`src/rtl/mult_share_arb.sv`:
```
// Round-robin arbiter that serializes N_REQ requesters onto one shift-add multiplier.
// One job runs at a time: grant in IDLE, W add/shift iterations in MUL, hold result in RESP.
module mult_share_arb #(
  parameter int N_REQ = 4,
  parameter int W     = 4,
  parameter int IDW   = 2
) (
  input  logic                 clk,
  input  logic                 rst_n,
  input  logic [N_REQ-1:0]     req_valid,
  output logic [N_REQ-1:0]     req_ready,
  input  logic [N_REQ*W-1:0]   req_a,
  input  logic [N_REQ*W-1:0]   req_b,
  output logic                 rsp_valid,
  input  logic                 rsp_ready,
  output logic [IDW-1:0]       rsp_id,
  output logic [2*W-1:0]       rsp_p,
  output logic                 busy
);

  localparam int CW = (W > 1) ? $clog2(W) : 1;

  typedef enum logic [1:0] {IDLE, MUL, RESP} state_t;

  typedef struct packed {
    logic [IDW-1:0] id;
    logic [CW-1:0]  cnt;
    logic [W-1:0]   mplier;
    logic [2*W-1:0] mcand;
    logic [2*W-1:0] acc;
  } job_t;

  state_t         state, state_nxt;
  job_t           job;
  logic [IDW-1:0] last_grant;
  logic [IDW-1:0] grant;
  logic           grant_vld;
  logic           hs;
  logic [W-1:0]   a_g, b_g;

  // Search starts just past the last winner; IDW-bit addition wraps modulo N_REQ.
  always_comb begin
    logic [IDW-1:0] idx;
    grant     = '0;
    grant_vld = 1'b0;
    idx       = '0;
    for (int k = 1; k <= N_REQ; k++) begin
      idx = last_grant + IDW'(k);
      if (!grant_vld && req_valid[idx]) begin
        grant     = idx;
        grant_vld = 1'b1;
      end
    end
  end

  always_comb begin
    req_ready = '0;
    if (state == IDLE && grant_vld) req_ready[grant] = 1'b1;
  end

  assign hs  = |(req_valid & req_ready);
  assign a_g = req_a[grant*W +: W];
  assign b_g = req_b[grant*W +: W];

  always_comb begin
    state_nxt = state;
    case (state)
      IDLE:    if (hs) state_nxt = MUL;
      MUL:     if (job.cnt == CW'(W-1)) state_nxt = RESP;
      RESP:    if (rsp_ready) state_nxt = IDLE;
      default: state_nxt = IDLE;
    endcase
  end

  always_ff @(posedge clk or negedge rst_n) begin
    if (!rst_n) state <= IDLE;
    else        state <= state_nxt;
  end

  // Fixed W iterations regardless of mplier going to zero early.
  always_ff @(posedge clk or negedge rst_n) begin
    if (!rst_n) begin
      job        <= '0;
      last_grant <= IDW'(N_REQ-1);
    end else begin
      case (state)
        IDLE: if (hs) begin
          job.mcand  <= {{W{1'b0}}, a_g};
          job.mplier <= b_g;
          job.acc    <= '0;
          job.cnt    <= '0;
          job.id     <= grant;
          last_grant <= grant;
        end
        MUL: begin
          if (job.mplier[0]) job.acc <= job.acc + job.mcand;
          job.mcand  <= job.mcand << 1;
          job.mplier <= job.mplier >> 1;
          job.cnt    <= job.cnt + CW'(1);
        end
        default: ;
      endcase
    end
  end

  assign rsp_valid = (state == RESP);
  assign rsp_p     = job.acc;
  assign rsp_id    = job.id;
  assign busy      = (state != IDLE);

endmodule

```
`config.mk`:
```
export PLATFORM = sky130hd
export DESIGN_NAME = mult_share_arb
export DESIGN_NICKNAME = d
export VERILOG_FILES = /design/src/rtl/mult_share_arb.sv
export SDC_FILE = /design/constraint.sdc
export NUM_CORES = 1
export LEC_CHECK = 0
export ABC_AREA = 1
export CAP_MARGIN = 20
export CORE_MARGIN = 5
export CORE_UTILIZATION = 45
export CTS_BUF_LIST = sky130_fd_sc_hd__clkbuf_4 sky130_fd_sc_hd__clkbuf_8
export DETAILED_ROUTE_END_ITERATION = 8
export DONT_BUFFER_PORTS = 1
export GPL_TIMING_DRIVEN = 0
export SYNTH_ARGS = -nofsm -noshare
export SYNTH_HDL_FRONTEND = slang
export SYNTH_SLANG_ARGS = --single-unit
```
`constraint.sdc`:
```
create_clock -name clk -period 2.7 [get_ports clk]
set_input_delay 0.27 -clock clk [delete_from_list [all_inputs] [get_ports clk]]
set_output_delay 0.27 -clock clk [all_outputs]
set_load 0.1 [all_outputs]
```
## After elaboration in Yosys (flattened, before gate mapping)

Index checks and enable logic that the tools add are counted.
Widths: inputs -> output; s select.

| operators by class | value |
|---|---|
| $add $sub $neg | 5 |
| order comparisons | 6 |
| equal/unequal tests | 7 |
| shift operators | 2 |
| multiplexer cells | 26 |
| bitwise gates (word level) | 1 |
| reductions and logical operators | 16 |

Operators by type and width:

| kind | count |
|---|---|
| $pmux 22 s2 | 1 |
| $shiftx 16x5->4 | 2 |
| $mux 22 | 1 |
| $lt 2x3->1 const B | 5 |
| $mux 2 | 7 |
| $mux 1 | 9 |
| $add 8x8->8 | 1 |
| $bmux 1 s2 | 4 |
| $mux 8 | 1 |
| $ne 2x2->1 const B | 3 |
| $pmux 2 s3 | 1 |
| $reduce_and 3->1 | 2 |
| $logic_and 1x1->1 | 5 |
| $add 2x1->2 const B | 2 |
| $add 2x2->2 const B | 2 |
| $and 4x4->4 | 1 |
| $eq 2x2->1 const B | 2 |
| $mux 4 | 1 |
| $reduce_and 2->1 | 2 |
| $reduce_bool 2->1 | 2 |
| $reduce_or 4->1 | 1 |
| $logic_not 1->1 | 3 |
| $demux 1 s2 | 1 |
| $eq 2x1->1 const B | 1 |
| other kinds (3) | 3 |

| word-level totals | value |
|---|---|
| flip-flop bits (word level) | 28 |
| input bits | 39 |
| output and inout port bits | 16 |
| word-level logic and storage cells | 70 |

## Depth between registers and ports, before layout

Gate-level depths: netlist (run 1).

| logic depth | value |
|---|---|
| depth after elaboration | 22 |
| gate-level depth with buffers | 14 |
| mapped depth without buffers | 14 |

## Worst setup path after synthesis (run 1)

No wires, ideal clock.

| timing | value |
|---|---|
| path type | flip-flop to output port |
| start | reg last_grant[0] |
| end | out req_ready[0] |
| data arrival time | 3435 ps |
| required time | 2430 ps |
| slack | -1005 ps |
| stages on the path, launching flop included | 11 |
| buffers on the path | 2 |
| path through | dfstp_2 buf_6 nand2_1 nand3_1 nand2_2 nand2_1 nand2_4 nand2_4 nand2_4 buf_6 nor3_1 |

| on the way | value |
|---|---|
| cells in the longest elaborated chain, start to end | 18 |
| elaborated cells on any way between the ends | 32 |
| classes of those cells | 3 x add/sub; 2 x order compare; 19 x mux; 8 x reduce/logical |

Ends and longest elaborated chain:

| element | RTL line | RTL |
|---|---|---|
| start: declaration | 35 | `logic [IDW-1:0] last_grant;` |
| start signal: assignment | 84 | `last_grant <= IDW'(N_REQ-1);` |
| start signal: assignment | 93 | `last_grant <= grant;` |
| $add 2x1->2 | 48 | `idx = last_grant + IDW'(k);` |
| $bmux 1 s2 | 49 | `if (!grant_vld && req_valid[idx]) begin` |
| $mux 1 (not written as such) | 49 |  |
| $mux 1 | 49 |  |
| $logic_not 1->1 | 49 |  |
| $logic_and 1x1->1 | 49 |  |
| $mux 1 | 49 |  |
| $logic_not 1->1 | 49 |  |
| (+2 left out) | -- |  |
| $logic_not 1->1 | 49 |  |
| $logic_and 1x1->1 | 49 |  |
| $mux 2 | 49 |  |
| $lt 2x3->1 (not written as such) or $ge 2x1->1 (tied branches) | 58 | `if (state == IDLE && grant_vld) req_ready[grant] = 1'b1;` |
| $logic_and 1x1->1 (not written as such) | 58 |  |
| $mux 1 (not written as such) | 58 |  |
| $demux 1 s2 | 58 |  |
| $mux 4 (*) | 58 |  |
| end: declaration | 11 | `output logic [N_REQ-1:0] req_ready,` |

Mark *: on every way between the ends. The rest lies on a longest branch, timed or not. The select of a mux whose other input is x is not followed.

## Worst setup path after layout (run 1)

Same ends and word-level chain as after synthesis.

==> out/metrics.cfg, run 1 <==
[worst_setup_path]
end_kind=output pin
arrival_ns=2.50
startpoint_type=flop
worstPathCellList=buf_8 > nand2_2 > nand2_2 > inv_1 > nand4_1 > nand3_4 > buf_8 > nor3_4
cp_num_buf_inv=3
reg2reg_from=last_grant[0]
crit_type=flop to output pin
worstPathRequired_ns=2.43
path_delay_family=simple AND/OR/NAND/NOR gates
cp_slowest_cell=nor3_4
critPathLaunch=last_grant[0]
cpPeakStageDelay_ns=0.79
critical_path.max_fanout=8

[sta]
maxClockFrequency_mhz=361
period_minus_slack_ns=2.77
hold_viol_final=0
fin_ws_ns=-0.0721
maxSlewHeadroom_pct=29.2
rsz0062_at_grt=yes
worst_slew_pin_slew_ns=1.06
fin_crit_sh_pct=103
slew_violations=0
timing.final.setup_violations=2
finClkSkew_ns=0.00395

[grt]
antenna_found_initial=0
grt_pass1_wl_um=8730
grt.overflow.total=0
track_usage_pct=17.3
grt_pass1_vias=1918
grt_max_degree=29

[routing]
drc_errors=0
ant_nets=0
detail_route.iter0.violations=80
dr.pass1.iters=4
vias_per_cell=5.39
wire_per_inst_um=14.5
drt-total-wl_um=5330
via_count=1982

[outcome]
violations=setup timing
status=finished with violations

[placed_design]
pre_cts_ws_ns=-0.126
gp_congestion=0.870
io_buffers=0
dp_cells=349
dp_hpwl_um=3810

[logic_synthesis]
syn_inst=295
yosysSeqAreaShare_pct=33.4
synth_cell_type_count=32
syn_area_per_cell_um2=7.15
ys_seq_elements=28
syn-cell-area_um2=2110
yosys-top-cells-area=dfrtp_1 (31%), nand2_1 (17%), nand3_1 (14%), ha_1 (4.7%), buf_4 (4.3%)
yosysWarnings=0
synth.top_cell.area_share_pct=30.9
yosysTopAreaCell=dfrtp_1
synthesis.nets=343

[floorplan]
die_x_um=78.4
ioPinCount=55
num_rows=25
coreArea_um2=4630
start_util_pct=45.5
die-height_um=78.4
dieArea_um2=6150

[clock_tree]
cts_tree=done
clk_pin_slew_ns=0.10
cts_root_buf=clkbuf_8
cts_sinks=28
worst_skew_pair.late_latency_ns=0.28
cts_max_level=1
clockBufferDepth=2
numCtsBuffers=3

[final_layout]
regArea_um2=703
final_common_cell=nand2_1
layout_common_cells=nand2_1 (80), nand3_1 (56), dfrtp_1 (26)
fin_nets=363
multi_input_area_um2=1340
fillers=421
drive_gt1_share_pct=26.4
final_util_pct=55.1
antenna_cells=0
syn_to_final_growth_pct=21.0
finalNonFillerCells=368

[min_path]
hold_start=rsp_ready
hp-class=primary input to flop

[flow_run]
max-cap-violations=0

sequential cells by signal, indices dropped and copies added, names as in the netlist:
register    count
rsp_p           8
rsp_id          2
last_grant      2
job            14
state           2
Yosys cell counts, drive strengths merged:
cell type	count
o21a	1
a21oi	6
o21ai	13
nand3	59
dfrtp	26
nand3b	1
buf	18
ha	8
xnor2	2
nor2	10
fa	1
nand4	4
nand2	104
o22ai	2
a22o	1
dfstp	2
o21bai	1
nor3	2
inv	28
clkbuf	1
o31ai	5
layer usage:
metal / global-route usage (%) / part of all wire, % / up-vias / wire (um)
met5: 0 / 0 / - / 0
met4: 5.94 / 1.6 / 0 / 85
met3: 2.87 / 3.9 / 9 / 207
met2: 28.6 / 50 / 56 / 2640
met1: 22.9 / 45 / 918 / 2400
li1: - / - / 999 / -
stage by stage:
stage	hold WS, ns	area (um2)	setup TNS (ns)
5_1_grt	0.0620	2550	-0.483
6_report	0.0754	2550	-0.121
4_1_cts	0.0684	2520	-0.0438
3_5_place_dp	-0.0246	2210	-0.250
3_3_place_gp	-0.0248	2190	-1.74
2_1_floorplan	-0.0256	2120	-0.951
final cells by class:
| class | instances | share of cell area [%] |
|---|---|---|
| plain buffers | 18 | 5.69 |
| clock buffers | 4 | 2.16 |
| inverters | 28 | 4.32 |
| multi-input cells | 220 | 52.3 |
| flip-flops and latches | 28 | 27.6 |
| well taps | 54 | 2.65 |
| repair buffers | 15 | 5.00 |
| repair inverters | 1 | 0.294 |
final timing paths:
check                                      to  slack [ns]  cells after the start
worst max-delay path             req_ready[0]       -0.07                      8
worst min-delay path                 state[1]        0.08                      1
worst max register to register        job[17]        0.44                     11
worst min register to register      rsp_id[0]        0.49                      2
max in group asynchronous       last_grant[0]        2.04                      2
min in group asynchronous            rsp_p[6]        0.41                      2
kinds of logic (layout without fill, tap and decap cells):
logic type	count (synthesis)	after routing	synth area share, %
simple gates	180	180	39.5
xor+xnor	2	2	0.831
flops	28	28	33.4
buf+inv	47	66	11.8
compound gates	29	29	8.90
fa+ha+maj	9	9	5.70
what timing repair did:
action / CTS / global route
setup endpoints to repair: 4 / 4
cloned: 1 / 0
setup buffers: 11 / 2
resized for setup: 35 / 4
endpoints found under the hold margin: 28 / 0
hold buffers: 2 / 0
pin swaps: 14 / 5
Power of run 1 is not shown: default switching activity piles up to over one toggle a cycle in this logic, so the estimate is an artifact.
==> run 2, diff against run 1 <==
- ABC_AREA: 1 -> 0
- CTS_CLUSTER_SIZE: not set -> 24
- GPL_ROUTABILITY_DRIVEN: not set -> 1
==> run 2 against run 1 <==
  * The run now ends clean
  * First-iteration DRC count fell by 30%
  * Non-clock buffer count fell by 9
  * Worst setup slack improved by 0.20 ns
  * Critical path type unchanged
==> out/metrics.cfg, run 2 <==
[logic_synthesis]
synth-adder-area-share_pct=6.33  ; +0.63 points
ys_seq_elements=28  ; unchanged
syn_inst=200  ; -32%
synth_edf_count=0  ; unchanged
yosysSeqAreaShare_pct=37.0  ; +3.7 points
synth_compound_area_share_pct=19.2  ; +10 points
syn-cell-area_um2=1900  ; -10%
ys_top_cells_by_count=nand2_1 (30), dfrtp_1 (26), mux2i_1 (17)
muxShareOfSynthArea_pct=8.97  ; +9.0 points
syn_area_per_cell_um2=9.49  ; +33%
synth_cell_type_count=46  ; +44%
ys.flop_type=dfrtp_1
synth-xor-area-share_pct=1.85  ; +1.0 points
synth_top_family_by_area=compound AO/OA/AOI/OAI gates
synth.top_cell.area_share_pct=34.3  ; +3.4 points
synthSimpleGateAreaFrac_pct=18.1  ; -21 points
yosysTopAreaCell=dfrtp_1
yosys-top-cells-area=dfrtp_1 (34%), mux2i_1 (9.0%), nand2_1 (5.9%), ha_1 (5.3%), buf_4 (4.4%)
ys_async_sr_fraction_pct=100  ; unchanged
post-synth-top-count-cell=nand2_1
yosysWarnings=0  ; unchanged
synthesis.nets=248  ; -28%

[floorplan]
num_rows=23  ; -8.0%
dieArea_um2=5620  ; -8.7%
coreArea_um2=4060  ; -12%
start_util_pct=46.8  ; +1.2 points
die-height_um=74.9  ; -4.5%
die_x_um=74.9  ; -4.5%
ioPinCount=55  ; unchanged

[worst_setup_path]
reg2reg_from=job[8]
worstPathRequired_ns=2.43  ; about the same
reg2reg_depth=7  ; -4
startpoint_type=flop
critical_path.max_fanout=7  ; -1
crit_type=flop to output pin
arrival_ns=2.30  ; -0.20 ns
r2r-end=rsp_p[6]
r2r_setup_slack_ns=0.66  ; +0.22 ns
cpPeakStageDelay_ns=0.57  ; -0.22 ns
worstPathCellList=buf_4 > nand2_1 > o21ai_2 > nor3_4 > nand2b_1 > nor2_4
end_kind=output pin
cp_slowest_cell=nor2_4

[sta]
worst_slew_pin_slew_ns=0.615  ; -0.446 ns
timing.final.setup_violations=0  ; -2
fin_crit_sh_pct=95.2  ; -7.4 points
rsz0062_at_grt=no
maxSlewHeadroom_pct=58.9  ; +30 points
finClkSkew_ns=0.00311  ; -0.000835 ns
slew_violations=0  ; unchanged
maxClockFrequency_mhz=389  ; +7.8%
hold_viol_final=0  ; unchanged
period_minus_slack_ns=2.57  ; -0.201 ns

[placed_design]
io_buffers=0  ; unchanged
dp_hpwl_um=3340  ; -12%
placed_area_um2=2000  ; -9.1%
dp_cells=252  ; -28%
gp_congestion=0.828  ; -4.8%

[clock_tree]
cts_root_buf=clkbuf_8
cts_max_level=1  ; unchanged
numCtsBuffers=3  ; unchanged
clk_pin_slew_ns=0.10  ; about the same
clockBufferDepth=2  ; unchanged
cts_sinks=28  ; unchanged
worst_skew_pair.late_latency_ns=0.28  ; about the same
post_cts_buffers=0  ; -11
cts_tree=done

[routing]
via_count=1487  ; -25%
dr.pass1.iters=4  ; unchanged
drc_errors=0  ; unchanged
wire_per_inst_um=17.1  ; +18%
ant_nets=0  ; unchanged
detail_route.iter0.violations=56  ; -30%
vias_per_cell=5.76  ; +7.0%
drt-total-wl_um=4410  ; -17%

[final_layout]
layout_common_cells=nand2_1 (30), dfrtp_1 (26), mux2i_1 (17)
syn_to_final_growth_pct=12.5
final_common_cell=nand2_1
antenna_cells=0  ; unchanged
fin_nets=257  ; -29%
drive_gt1_share_pct=18.8  ; -7.7 points
post-route-cell-area_um2=2140  ; -16%
finalNonFillerCells=258  ; -30%
largest_reg_flops=14  ; unchanged
largest-register=job

[min_path]
hp-class=primary input to flop
hold_start=rsp_ready
min_to=state[1]
hold_path_depth=2  ; +1

[grt]
grt_max_degree=29  ; unchanged
antenna_found_initial=0  ; unchanged
grt_pass1_wl_um=7090  ; -19%
track_usage_pct=16.3  ; -1.0 points
grt.overflow.total=0  ; unchanged
grt_pass1_vias=1507  ; -21%

[pwr]
max-vdd-ir-drop_mv=0.622
p_leak_nw=0.992
power.density_nw_per_um2=1480

[flow_run]
max-cap-violations=0  ; unchanged

[outcome]
status=complete, no violations

[run 2: logic make-up after synthesis]
logic type	count (synthesis)
simple gates	68
compound gates	50
flops	28
buf+inv	24
mux	17
fa+ha+maj	9
xor+xnor	4
[run 2: per-layer routing]
metal,vias up,share of wire [%],GRT usage [%]
met1,702,47,23.2
met5,-,0,0
li1,734,-,-
met4,0,0.54,3.36
met3,4,5.7,2.54
met2,47,47,26.4
[run 2: what timing repair did]
| action | 4_1_cts | 5_1_grt |
|---|---|---|
| hold buffers | 2 | 0 |
| pin swaps | 2 | 2 |
| endpoints found under the hold margin | 28 | 0 |
| endpoints found under the setup margin | 4 | 2 |
| resized for setup | 7 | 0 |
[run 2: stage by stage]
stage | total power [mW] | util (%) | setup slack (ns) | hold slack (ns) | setup TNS, ns
6_report | 3.17 | 52.6 | 0.129 | 0.180 | 0
5_1_grt | 3.42 | 52.6 | 0.00158 | 0.178 | 0
4_1_cts | 3.20 | 52.6 | 0.0814 | 0.177 | 0
3_5_place_dp | 2.80 | 49.4 | -0.241 | -0.0248 | -0.476
3_3_place_gp | 2.72 | 48.4 | -0.673 | -0.0246 | -1.34
2_1_floorplan | 2.48 | - | -0.430 | -0.0256 | -0.859
[run 2: cell type report]
cell class                 count  area, um2
fill                         371       1920
multi-input combinational    148       1080
sequential                    28        703
buffer                        20        146
tap                           50       62.6
timing repair buffer           4       61.3
clock buffer                   3       41.3
clock inverter                 1       30.0
inverter                       4       15.0
[run 2: worst max-delay path by stage]
| stage | start | to | slack, ns | cells past startpoint |
|---|---|---|---|---|
| 2_1_floorplan | state[1] | req_ready[0] | -0.43 | 4 |
| 3_3_place_gp | state[1] | req_ready[0] | -0.67 | 4 |
| 3_5_place_dp | state[1] | req_ready[0] | -0.24 | 4 |
| 4_1_cts | last_grant[1] | req_ready[0] | 0.08 | 6 |
| 5_1_grt | last_grant[1] | req_ready[0] | 0.002 | 6 |
| 6_report | last_grant[1] | req_ready[0] | 0.13 | 6 |
[run 2: critical path: cells and delay by family, from the launching register on]
kind | cells | cell delay (ns)
buffers and inverters | 1 | 0.14
DFF | 1 | 0.53
AOI/OAI and AO/OA | 1 | 0.22
and+or+nand+nor | 4 | 1.13
[run 2: where the power goes]
part           internal (mW)  switching, mW  total, mW
Sequential             0.619          0.160      0.779
Combinational          0.668           1.38       2.05
Clock                  0.199          0.140      0.338
Total                   1.49           1.68       3.17
Power figures use the tool's default switching activity.
